`config.mk`:
```
export PLATFORM = sky130hd
export DESIGN_NAME = adder_arbiter
export DESIGN_NICKNAME = d
export VERILOG_FILES = /design/src/rtl/adder_arbiter.sv
export SDC_FILE = /design/constraint.sdc
export NUM_CORES = 1
export LEC_CHECK = 0
export ABC_AREA = 1
export CORE_MARGIN = 4
export CORE_UTILIZATION = 25
export CTS_BUF_LIST = sky130_fd_sc_hd__clkbuf_4 sky130_fd_sc_hd__clkbuf_8
export DETAILED_ROUTE_END_ITERATION = 10
export HOLD_SLACK_MARGIN = 0.02
export PLACE_DENSITY = 0.59
export SLEW_MARGIN = 15
export SYNTH_ARGS = -nofsm -noshare
export SYNTH_HDL_FRONTEND = slang
export SYNTH_SLANG_ARGS = --single-unit
export TNS_END_PERCENT = 1
```
`constraint.sdc`:
```
create_clock -name clk -period 2.1 [get_ports clk]
set_input_delay 0.42 -clock clk [delete_from_list [all_inputs] [get_ports clk]]
set_output_delay 0.42 -clock clk [all_outputs]
set_load 0.05 [all_outputs]
```
`src/rtl/adder_arbiter.sv`:
```
// Two-requester front end to one shared adder. Round-robin grant, one operation
// in flight at a time, result held until the consumer takes it.
module adder_arbiter #(
  parameter int WIDTH = 16
) (
  input  logic             clk,
  input  logic             rst,
  input  logic             req0_valid,
  input  logic [WIDTH-1:0] req0_a,
  input  logic [WIDTH-1:0] req0_b,
  output logic             req0_ready,
  input  logic             req1_valid,
  input  logic [WIDTH-1:0] req1_a,
  input  logic [WIDTH-1:0] req1_b,
  output logic             req1_ready,
  output logic             res_valid,
  output logic [WIDTH:0]   res_sum,
  output logic             res_id,
  input  logic             res_ready,
  output logic [7:0]       op_count
);

  typedef enum logic [1:0] {IDLE, CALC, DONE} state_t;

  state_t           state, next_state;
  logic             last_grant;
  logic             grant_id;
  logic             grant_valid;
  logic [WIDTH-1:0] op_a, op_b;
  logic             op_id;

  always_ff @(posedge clk or posedge rst) begin
    if (rst) state <= IDLE;
    else     state <= next_state;
  end

  always_comb begin
    next_state = state;
    case (state)
      IDLE:    if (grant_valid) next_state = CALC;
      CALC:    next_state = DONE;
      DONE:    if (res_ready) next_state = IDLE;
      default: next_state = IDLE;
    endcase
  end

  // On a tie the requester that lost last time wins; a lone requester always wins.
  always_comb begin
    grant_valid = req0_valid | req1_valid;
    grant_id    = (req0_valid & req1_valid) ? ~last_grant : req1_valid;
  end

  always_comb begin
    req0_ready = 1'b0;
    req1_ready = 1'b0;
    res_valid  = (state == DONE);
    if (state == IDLE && grant_valid && !rst) begin
      req0_ready = ~grant_id;
      req1_ready = grant_id;
    end
  end

  always_ff @(posedge clk or posedge rst) begin
    if (rst) begin
      op_a       <= '0;
      op_b       <= '0;
      op_id      <= 1'b0;
      last_grant <= 1'b1;
      res_sum    <= '0;
      res_id     <= 1'b0;
      op_count   <= 8'h00;
    end else begin
      case (state)
        IDLE: begin
          if (grant_valid) begin
            op_a       <= grant_id ? req1_a : req0_a;
            op_b       <= grant_id ? req1_b : req0_b;
            op_id      <= grant_id;
            last_grant <= grant_id;
          end
        end
        CALC: begin
          res_sum <= {1'b0, op_a} + {1'b0, op_b};
          res_id  <= op_id;
        end
        DONE: begin
          if (res_ready) op_count <= op_count + 8'd1;
        end
        default: ;
      endcase
    end
  end

endmodule

```
* Word-level counts from Yosys, hierarchy flattened *
Index checks and enable logic that the tools add are counted.

operators by class
  add/sub/neg operators = 2
  equal/unequal tests = 4
  multiplexer cells = 8
  bitwise logic cells = 4
  reductions and logical operators = 7

operators with widths
  kind                                                    count
  two-way mux 16 bit                                      2
  adder 16 x 16 -> 17 bit                                 1
  adder 8 x 1 -> 8 bit (second input constant)            1
  case mux 2 bit (3 select lines)                         1
  AND reduction 2 bit                                     3
  two-way mux 2 bit                                       2
  two-way mux 1 bit                                       3
  equality test 2 x 1 -> 1 bit (second input constant)    1
  equality test 2 bit (second input constant)             1
  logical AND 1 bit                                       2
  zero test 2 bit                                         1
  inequality test 2 x 1 -> 1 bit (second input constant)  1
  inequality test 2 bit (second input constant)           1
  inverter 1 bit                                          2
  AND 1 bit                                               1
  zero test 1 bit                                         1
  OR 1 bit                                                1

word-level totals
  bits in registers = 62
  input bits = 69
  output and inout bits = 29
  word-level logic and storage cells = 33

* Longest topological paths before layout *
Gate-level depths: netlist of the first run.

  depth after elaboration = 4
  gate-level depth with buffers = 11
  depth with buffers taken out = 11

* Least setup slack after synthesis of the first run *
No wires, ideal clock.

  kind = reg2out
  start point = register last_grant
  end point = output req0_ready
  data arrival time = 1.788 ns
  required time = 1.680 ns
  path slack = -0.108 ns
  cell stages (with the launch flop) = 6
  path buffers = 1
  cells stage by stage = dfstp_2 -> nand2_1 -> nand2_1 -> clkbuf_1 -> nand2_1 -> nor2_1

between the ends
  word-level cells in the longest chain between the ends = 4

RTL lines
  what                    RTL line  RTL
  from (decl)             26        logic last_grant;
  from (signal assigned)  79        last_grant <= grant_id;
  inverter 1 bit          50        grant_id = (req0_valid & req1_valid) ? ~last_grant : req1_valid;
  two-way mux 1 bit       50
  inverter 1 bit          58        req0_ready = ~grant_id;
  two-way mux 1 bit       57        if (state == IDLE && grant_valid && !rst) begin
  to (decl)               11        output logic req0_ready,

No other way between the ends.

* Worst setup path in the final report of the first run *
  start point = register op_count[2]
  end point = output op_count[2]

RTL lines
  what                    RTL line  RTL
  from (decl)             20        output logic [7:0] op_count
  from (signal assigned)  87        if (res_ready) op_count <= op_count + 8'd1;

No word-level cell between the ends.

==> summary.json, run 1 <==
{
  "via_count_of_the_first_global_routing_pass": 3534,
  "timing.critical_path.cells": "clkdlybuf4s50_1",
  "netlist_area_mm2": 0.00367,
  "hold_class": "reg2reg",
  "dr.first_iter.drc_count": 157,
  "placement.setup.worst_slack_ns": 0.0148,
  "timing.final.max_slew_violations": 0,
  "run_status": "finished clean",
  "final_instance_area_mm2": 0.00509,
  "relSlewSlack": 0.581,
  "skew_ns": 0.00963,
  "syn-num-nets": 576,
  "min_delay_path_depth": 2,
  "tightestPinTransition_ns": 0.627,
  "total_leakage_power_nw": 2.48,
  "timing.critical_path.from_type": "flip-flop",
  "start_util": 0.253,
  "post_drt_wl_per_cell_um": 13.5,
  "fmaxAchievable_mhz": 499,
  "tritoncts": "built",
  "fp.dieW_um": 129,
  "synth-seq-cells": 62,
  "postSynthAreaPerCell_um2": 7.50,
  "drv_cap": 0,
  "drt_drc_violations_left": 0,
  "final_sum_of_negative_setup_slack_ns": 0,
  "grt_max_degree": 49,
  "num-nets-final": 675,
  "critPathMaxFanout": 4,
  "final_common_cell": "nand2_1",
  "clock_buffer_depth": 2,
  "unrepaired_setup_endpoints_after_global_routing": "false",
  "clock_tree.root_cell": "clkbuf_8",
  "synth_cell_types": 28,
  "crit-reg2reg-launch": "op_a[0]$_DFFE_PP0P_",
  "n_antenna_cell": 0,
  "setup_ws_ns": 0.0962,
  "routed_wl_um": 10400,
  "global_route_wire_length_before_repair_um": 17200,
  "buffer_ports.inserted": 97,
  "worst_skew_pair.late_latency_ns": 0.34,
  "ir_drop_uv": 646,
  "max_stage_delay_ns": 0.83,
  "fraction_of_the_yosys_area_taken_by_sequential_cells": 0.423,
  "die_area_mm2": 0.0167,
  "vias_per_cell": 4.58,
  "worst-endpoint-required_ns": 1.68,
  "finalHoldViolCount": 0,
  "timing.rr.end": "res_sum[6]$_DFFE_PP0N_",
  "timing.setup.critical_path_class": "reg2out",
  "hold_path_end": "last_grant$_DFFE_PP1P_",
  "layout.cells.most_common_list": "nand2_1, nand3_1, clkdlybuf4s50_1",
  "core_area_mm2": 0.0145,
  "setup-violations-final": 0,
  "gr-usage-all-layers": 0.129,
  "rrSetupSlack_ns": 0.21,
  "final.period_utilization": 0.954,
  "largest_area_contributor_in_the_netlist": "dfrtp_1",
  "htreeDepth": 3,
  "yosys-top-cells-area": "dfrtp_1, nand2_1, nand3_1, ha_1, nand4_1",
  "post_synth_inst_count": 489,
  "endpoint_kind": "output pin",
  "drt_pre_antenna_iters": 5,
  "cpMaxStageDelayCell": "clkdlybuf4s50_1",
  "cp_num_buf_inv": 1,
  "initial_antenna_violation_count": 0,
  "postCtsHoldBufs": 0,
  "finalWeightedCongestion": 0.830,
  "placed_area_mm2": 0.00490,
  "crit_family": "buffers and inverters",
  "clk_transition_reported_paths_ns": 0.07,
  "design.portCount": 98,
  "cp_num_cells": 1,
  "layout_cells_sized_above_1": 0.0932,
  "layout-area-overhead-vs-synth_pct": 38.6,
  "rows": 44,
  "dp_hpwl_um": 8270,
  "worst_ep_arrival_time_ns": 1.58,
  "min-delay-start": "last_grant$_DFFE_PP1P_",
  "yosys.area.top_type_share": 0.416,
  "ys.warnings.count": 0,
  "worstRegToRegCells": 9,
  "cts_sinks": 62,
  "final_util": 0.351,
  "ant_nets": 0,
  "total_congestion_overflow_after_global_routing": 0,
  "timing.final.crit_period_ns": 2.00,
  "via_count": 3544,
  "pwr_density_cell_mw_per_mm2": 1570,
  "die_h_um": 129,
  "cts-buffers-inserted": 9
}
-- routing by layer --
metal / vias to the layer above / GRT usage / share of wire
met1: 1623 / 0.183 / 0.50
met2: 106 / 0.195 / 0.44
met3: 11 / 0.0330 / 0.055
met4: 0 / 0.0371 / 0.0092
li1: 1804 / - / -
met5: - / 0 / 0
-- power breakdown --
part / switching (mW) / internal [mW]
combinational: 3.10 / 1.78
clock: 0.438 / 0.487
sequential: 0.421 / 1.76
total: 3.96 / 4.03
-- timing repair --
item | in CTS | in global routing
buffers inserted | 0 | 1
resized for setup | 0 | 5
setup endpoints to repair | 0 | 2
-- kinds of logic after synthesis --
logic type      count (synthesis)  share of synthesized area
compound gates                 16                     0.0218
xor+xnor                        7                     0.0167
fa+ha+maj                      18                     0.0634
buf+inv                        68                     0.0788
flops                          62                      0.423
mux                             1                    0.00307
simple gates                  317                      0.393
-- flip-flops by register name, indices dropped and copies added, names as in the netlist --
register	flops
op_count	8
state	2
res_sum	17
op_a	16
res_id	1
op_id	1
last_grant	1
op_b	16
-- cell usage after synthesis, drive strengths merged --
library cell / instances
nand2: 158
nand3: 87
dfrtp: 61
inv: 45
nand4: 33
nor2: 24
ha: 17
buf: 12
clkbuf: 11
a21oi: 8
o21ai: 8
nor3: 5
or2: 5
xnor2: 5
and2: 2
nand3b: 2
xor2: 2
dfstp: 1
fa: 1
mux2: 1
nor3b: 1
-- layout make-up --
type | instances | area [um2]
multi-input cells | 359 | 1840
inverters | 45 | 169
clock inverters | 1 | 7.51
fillers | 1561 | 9390
clock buffers | 12 | 159
well taps | 184 | 230
flip-flops and latches | 62 | 1550
repair buffers | 111 | 1130
-- metrics by stage --
step | hold WS, ns | instances | total power [mW]
after CTS | 0.478 | 773 | 8.06
after global routing | 0.500 | 774 | 8.80
after global placement | 0.460 | 760 | 7.04
after detailed placement | 0.468 | 760 | 7.10
after floorplan | 0.447 | 489 | 5.63
final | 0.477 | 774 | 7.99
-- worst max-delay path by stage --
stage	start	to	slack, ns
CTS	req1_valid	req1_ready	0.009
floorplan	req1_valid	req1_ready	-0.07
global route	op_a[0]$_DFFE_PP0P_	res_sum[12]$_DFFE_PP0N_	0.04
global placement	req1_valid	req1_ready	0.04
finish	op_count[2]$_DFFE_PP0P_	op_count[2]	0.1
detailed placement	req1_valid	req1_ready	0.01
Power figures use the tool's default switching activity.
==> run 2: changes to the inputs <==
- CAP_MARGIN: unset -> 20
- CORE_UTILIZATION: 25 -> 35
- PLACE_DENSITY: 0.59 -> 0.74
==> run 2 against run 1 <==
  * Global-route usage increased by 4.1 points
  * Die area down 27%
  * Utilization is 14 points higher
  * Critical endpoint is now req1_ready
==> summary.json, run 2 (synthesis gave the netlist of run 1 again) <==
{
  "finalWeightedCongestion": {"value": 0.802, "change": "-3.3%"},
  "relSlewSlack": {"value": 0.602, "change": "+0.0207"},
  "initial_antenna_violation_count": {"value": 0, "change": "unchanged"},
  "layout_cells_sized_above_1": {"value": 0.0847, "change": "-0.00847"},
  "total_congestion_overflow_after_global_routing": {"value": 0, "change": "unchanged"},
  "ir_drop": {"value": 645, "unit": "uV", "change": "-0.23%"},
  "timing.critical_path.from_type": "primary input",
  "rows": {"value": 37, "change": "-16%"},
  "seqCellArea": {"value": 0.00155, "unit": "mm2", "change": "unchanged"},
  "p_sw_frac": {"value": 0.494, "change": "-0.00129"},
  "cts_sinks": {"value": 62, "change": "unchanged"},
  "largest_reg_flops": {"value": 17, "change": "unchanged"},
  "timing.setup.critical_path_class": "in2out",
  "cpMaxStageDelayCell": "clkdlybuf4s50_1",
  "via_count": {"value": 3589, "change": "+1.3%"},
  "holdWs": {"value": 0.474, "unit": "ns", "change": "-0.00282 ns"},
  "total_leakage_power": {"value": 2.45, "unit": "nW", "change": "-1.2%"},
  "drt_drc_violations_left": {"value": 0, "change": "unchanged"},
  "cts-resized-gates": {"value": 0, "change": "unchanged"},
  "final_instance_area": {"value": 0.00500, "unit": "mm2", "change": "-1.6%"},
  "tritoncts": "built",
  "gr-usage-all-layers": {"value": 0.170, "change": "+0.0406"},
  "final_common_cell": "nand2_1",
  "crit_family": "buffers and inverters",
  "dp_hpwl": {"value": 7720, "unit": "um", "change": "-6.6%"},
  "routed_wl": {"value": 9900, "unit": "um", "change": "-5.0%"},
  "largest-register": "res_sum",
  "setup_ws": {"value": 0.0647, "unit": "ns", "change": "-0.0315 ns"},
  "skew": {"value": 0.0162, "unit": "ns", "change": "+0.00658 ns"},
  "area_of_combinational_cells_with_multiple_inputs": {"value": 0.00183, "unit": "mm2", "change": "-0.14%"},
  "worst-endpoint-required": {"value": 1.68, "unit": "ns", "change": "about the same"},
  "drt_pre_antenna_iters": {"value": 4, "change": "-1"},
  "dr.first_iter.drc_count": {"value": 176, "change": "+12%"},
  "via_count_of_the_first_global_routing_pass": {"value": 3410, "change": "-3.5%"},
  "setup-violations-final": {"value": 0, "change": "unchanged"},
  "htreeDepth": {"value": 3, "change": "unchanged"},
  "post-place-cells": {"value": 710, "change": "-6.6%"},
  "critPathMaxFanout": {"value": 3, "change": "-1"},
  "worst_ep_arrival_time": {"value": 1.62, "unit": "ns", "change": "+0.04 ns"},
  "final_util": {"value": 0.487, "change": "+0.136"},
  "power.sequential.fraction": {"value": 0.269, "change": "-0.004"},
  "start_util": {"value": 0.357, "change": "+0.104"},
  "vias_per_cell": {"value": 4.94, "change": "+8.0%"},
  "placed_area": {"value": 0.00481, "unit": "mm2", "change": "-1.8%"},
  "num-nets-final": {"value": 672, "change": "-0.44%"},
  "worst_skew_pair.late_latency": {"value": 0.34, "unit": "ns", "change": "about the same"},
  "cp_num_buf_inv": {"value": 2, "change": "+1"},
  "cts_post_setup_buffers_inserted": {"value": 0, "change": "unchanged"},
  "pwr_density_cell": {"value": 1610, "unit": "mW/mm2", "change": "+2.5%"},
  "postCtsHoldBufs": {"value": 0, "change": "unchanged"},
  "power.share.combinational": {"value": 0.602, "change": "-0.009"},
  "report.power.total": {"value": 8.06, "unit": "mW", "change": "+0.82%"},
  "layout-area-overhead-vs-synth_pct": 36.3,
  "final-instance-count-excl-fill": {"value": 726, "change": "-6.2%"},
  "final.period_utilization": {"value": 0.969, "change": "+0.0150"},
  "timing.final.max_slew_violations": {"value": 0, "change": "unchanged"},
  "max_stage_delay": {"value": 0.50, "unit": "ns", "change": "-0.33 ns"},
  "die_area": {"value": 0.0122, "unit": "mm2", "change": "-27%"},
  "tightestPinTransition": {"value": 0.596, "unit": "ns", "change": "-0.0311 ns"},
  "fillerInstances": {"value": 1012, "change": "-35%"},
  "clock_buffer_depth": {"value": 2, "change": "unchanged"},
  "clk_transition_reported_paths": {"value": 0.07, "unit": "ns", "change": "about the same"},
  "run_status": "finished clean",
  "final_sum_of_negative_setup_slack": {"value": 0, "unit": "ns", "change": "unchanged"},
  "post_drt_wl_per_cell": {"value": 13.6, "unit": "um", "change": "+1.3%"},
  "grt_max_degree": {"value": 63, "change": "+29%"},
  "unrepaired_setup_endpoints_after_global_routing": "false",
  "placement.setup.worst_slack": {"value": -0.0368, "unit": "ns", "change": "-0.0516 ns"},
  "fp.dieW": {"value": 110, "unit": "um", "change": "-15%"},
  "cts-buffers-inserted": {"value": 9, "change": "unchanged"},
  "layout.cells.most_common_list": "nand2_1, clkdlybuf4s50_1, nand3_1",
  "core_area": {"value": 0.0103, "unit": "mm2", "change": "-29%"},
  "cell_internal_pwr": {"value": 4.07, "unit": "mW", "change": "+1.1%"},
  "timing.critical_path.cells": "clkdlybuf4s50_1 > nor2_1 > nor3_4 > nand3_1 > nor2_2 > buf_12",
  "design.portCount": {"value": 98, "change": "unchanged"},
  "pwr-share-clk": {"value": 0.129, "change": "+0.013"},
  "die_h": {"value": 110, "unit": "um", "change": "-15%"},
  "buffer_ports.inserted": {"value": 97, "change": "unchanged"},
  "hold_class": "reg2reg",
  "n_antenna_cell": {"value": 0, "change": "unchanged"},
  "drv_cap": {"value": 0, "change": "unchanged"},
  "clock_tree.root_cell": "clkbuf_8",
  "top_regs": "res_sum (17), op_a (16), op_b (16)",
  "finalHoldViolCount": {"value": 0, "change": "unchanged"},
  "fmaxAchievable": {"value": 491, "unit": "MHz", "change": "-1.5%"},
  "timing.final.crit_period": {"value": 2.04, "unit": "ns", "change": "+0.0315 ns"},
  "global_route_wire_length_before_repair": {"value": 16200, "unit": "um", "change": "-5.8%"},
  "ant_nets": {"value": 0, "change": "unchanged"},
  "p_sw": {"value": 3.98, "unit": "mW", "change": "+0.56%"},
  "endpoint_kind": "output pin"
}
-- run 2: power groups by stage --
stage                     registers, mW  clock network (mW)  logic (mW)
after floorplan                    2.79                   0        2.84
after global placement             2.18                   0        4.74
after detailed placement           2.19                   0        4.84
after CTS                          2.17                1.05        4.87
after global routing               2.24                1.11        5.46
final                              2.17                1.04        4.85
-- run 2: path summary, 6_finish.rpt --
check                                           to  cells past startpoint                    start  slack, ns
setup reg to reg            res_sum[6]$_DFFE_PP0N_                      9      op_a[0]$_DFFE_PP0P_       0.20
max in group asynchronous   last_grant$_DFFE_PP1P_                      3                      rst       1.22
hold reg to reg            op_count[7]$_DFFE_PP0P_                      1  op_count[7]$_DFFE_PP0P_       0.47
min in group asynchronous     state[0]$_DFFE_PP0P_                      3                      rst       0.57
hold / removal             op_count[7]$_DFFE_PP0P_                      1  op_count[7]$_DFFE_PP0P_       0.47
setup / recovery                        req1_ready                      6               req1_valid       0.06
-- run 2: area by class of cell --
| class | count | share of cell area |
|---|---|---|
| tap | 136 | 0.0340 |
| clock buffer | 10 | 0.0263 |
| timing repair buffer | 108 | 0.217 |
| clock inverter | 6 | 0.0123 |
| sequential | 62 | 0.310 |
| multi-input combinational | 359 | 0.366 |
| inverter | 45 | 0.0338 |
-- run 2: routing by layer --
layer  routed length, um  share of wire  vias to the layer above  global-route usage
met2                4460           0.45                      119               0.258
met4                 165          0.017                        0              0.0510
met5                   0              0                        -                   0
li1                    -              -                     1795                   -
met1                4630           0.47                     1661               0.243
met3                 636          0.064                       14              0.0349
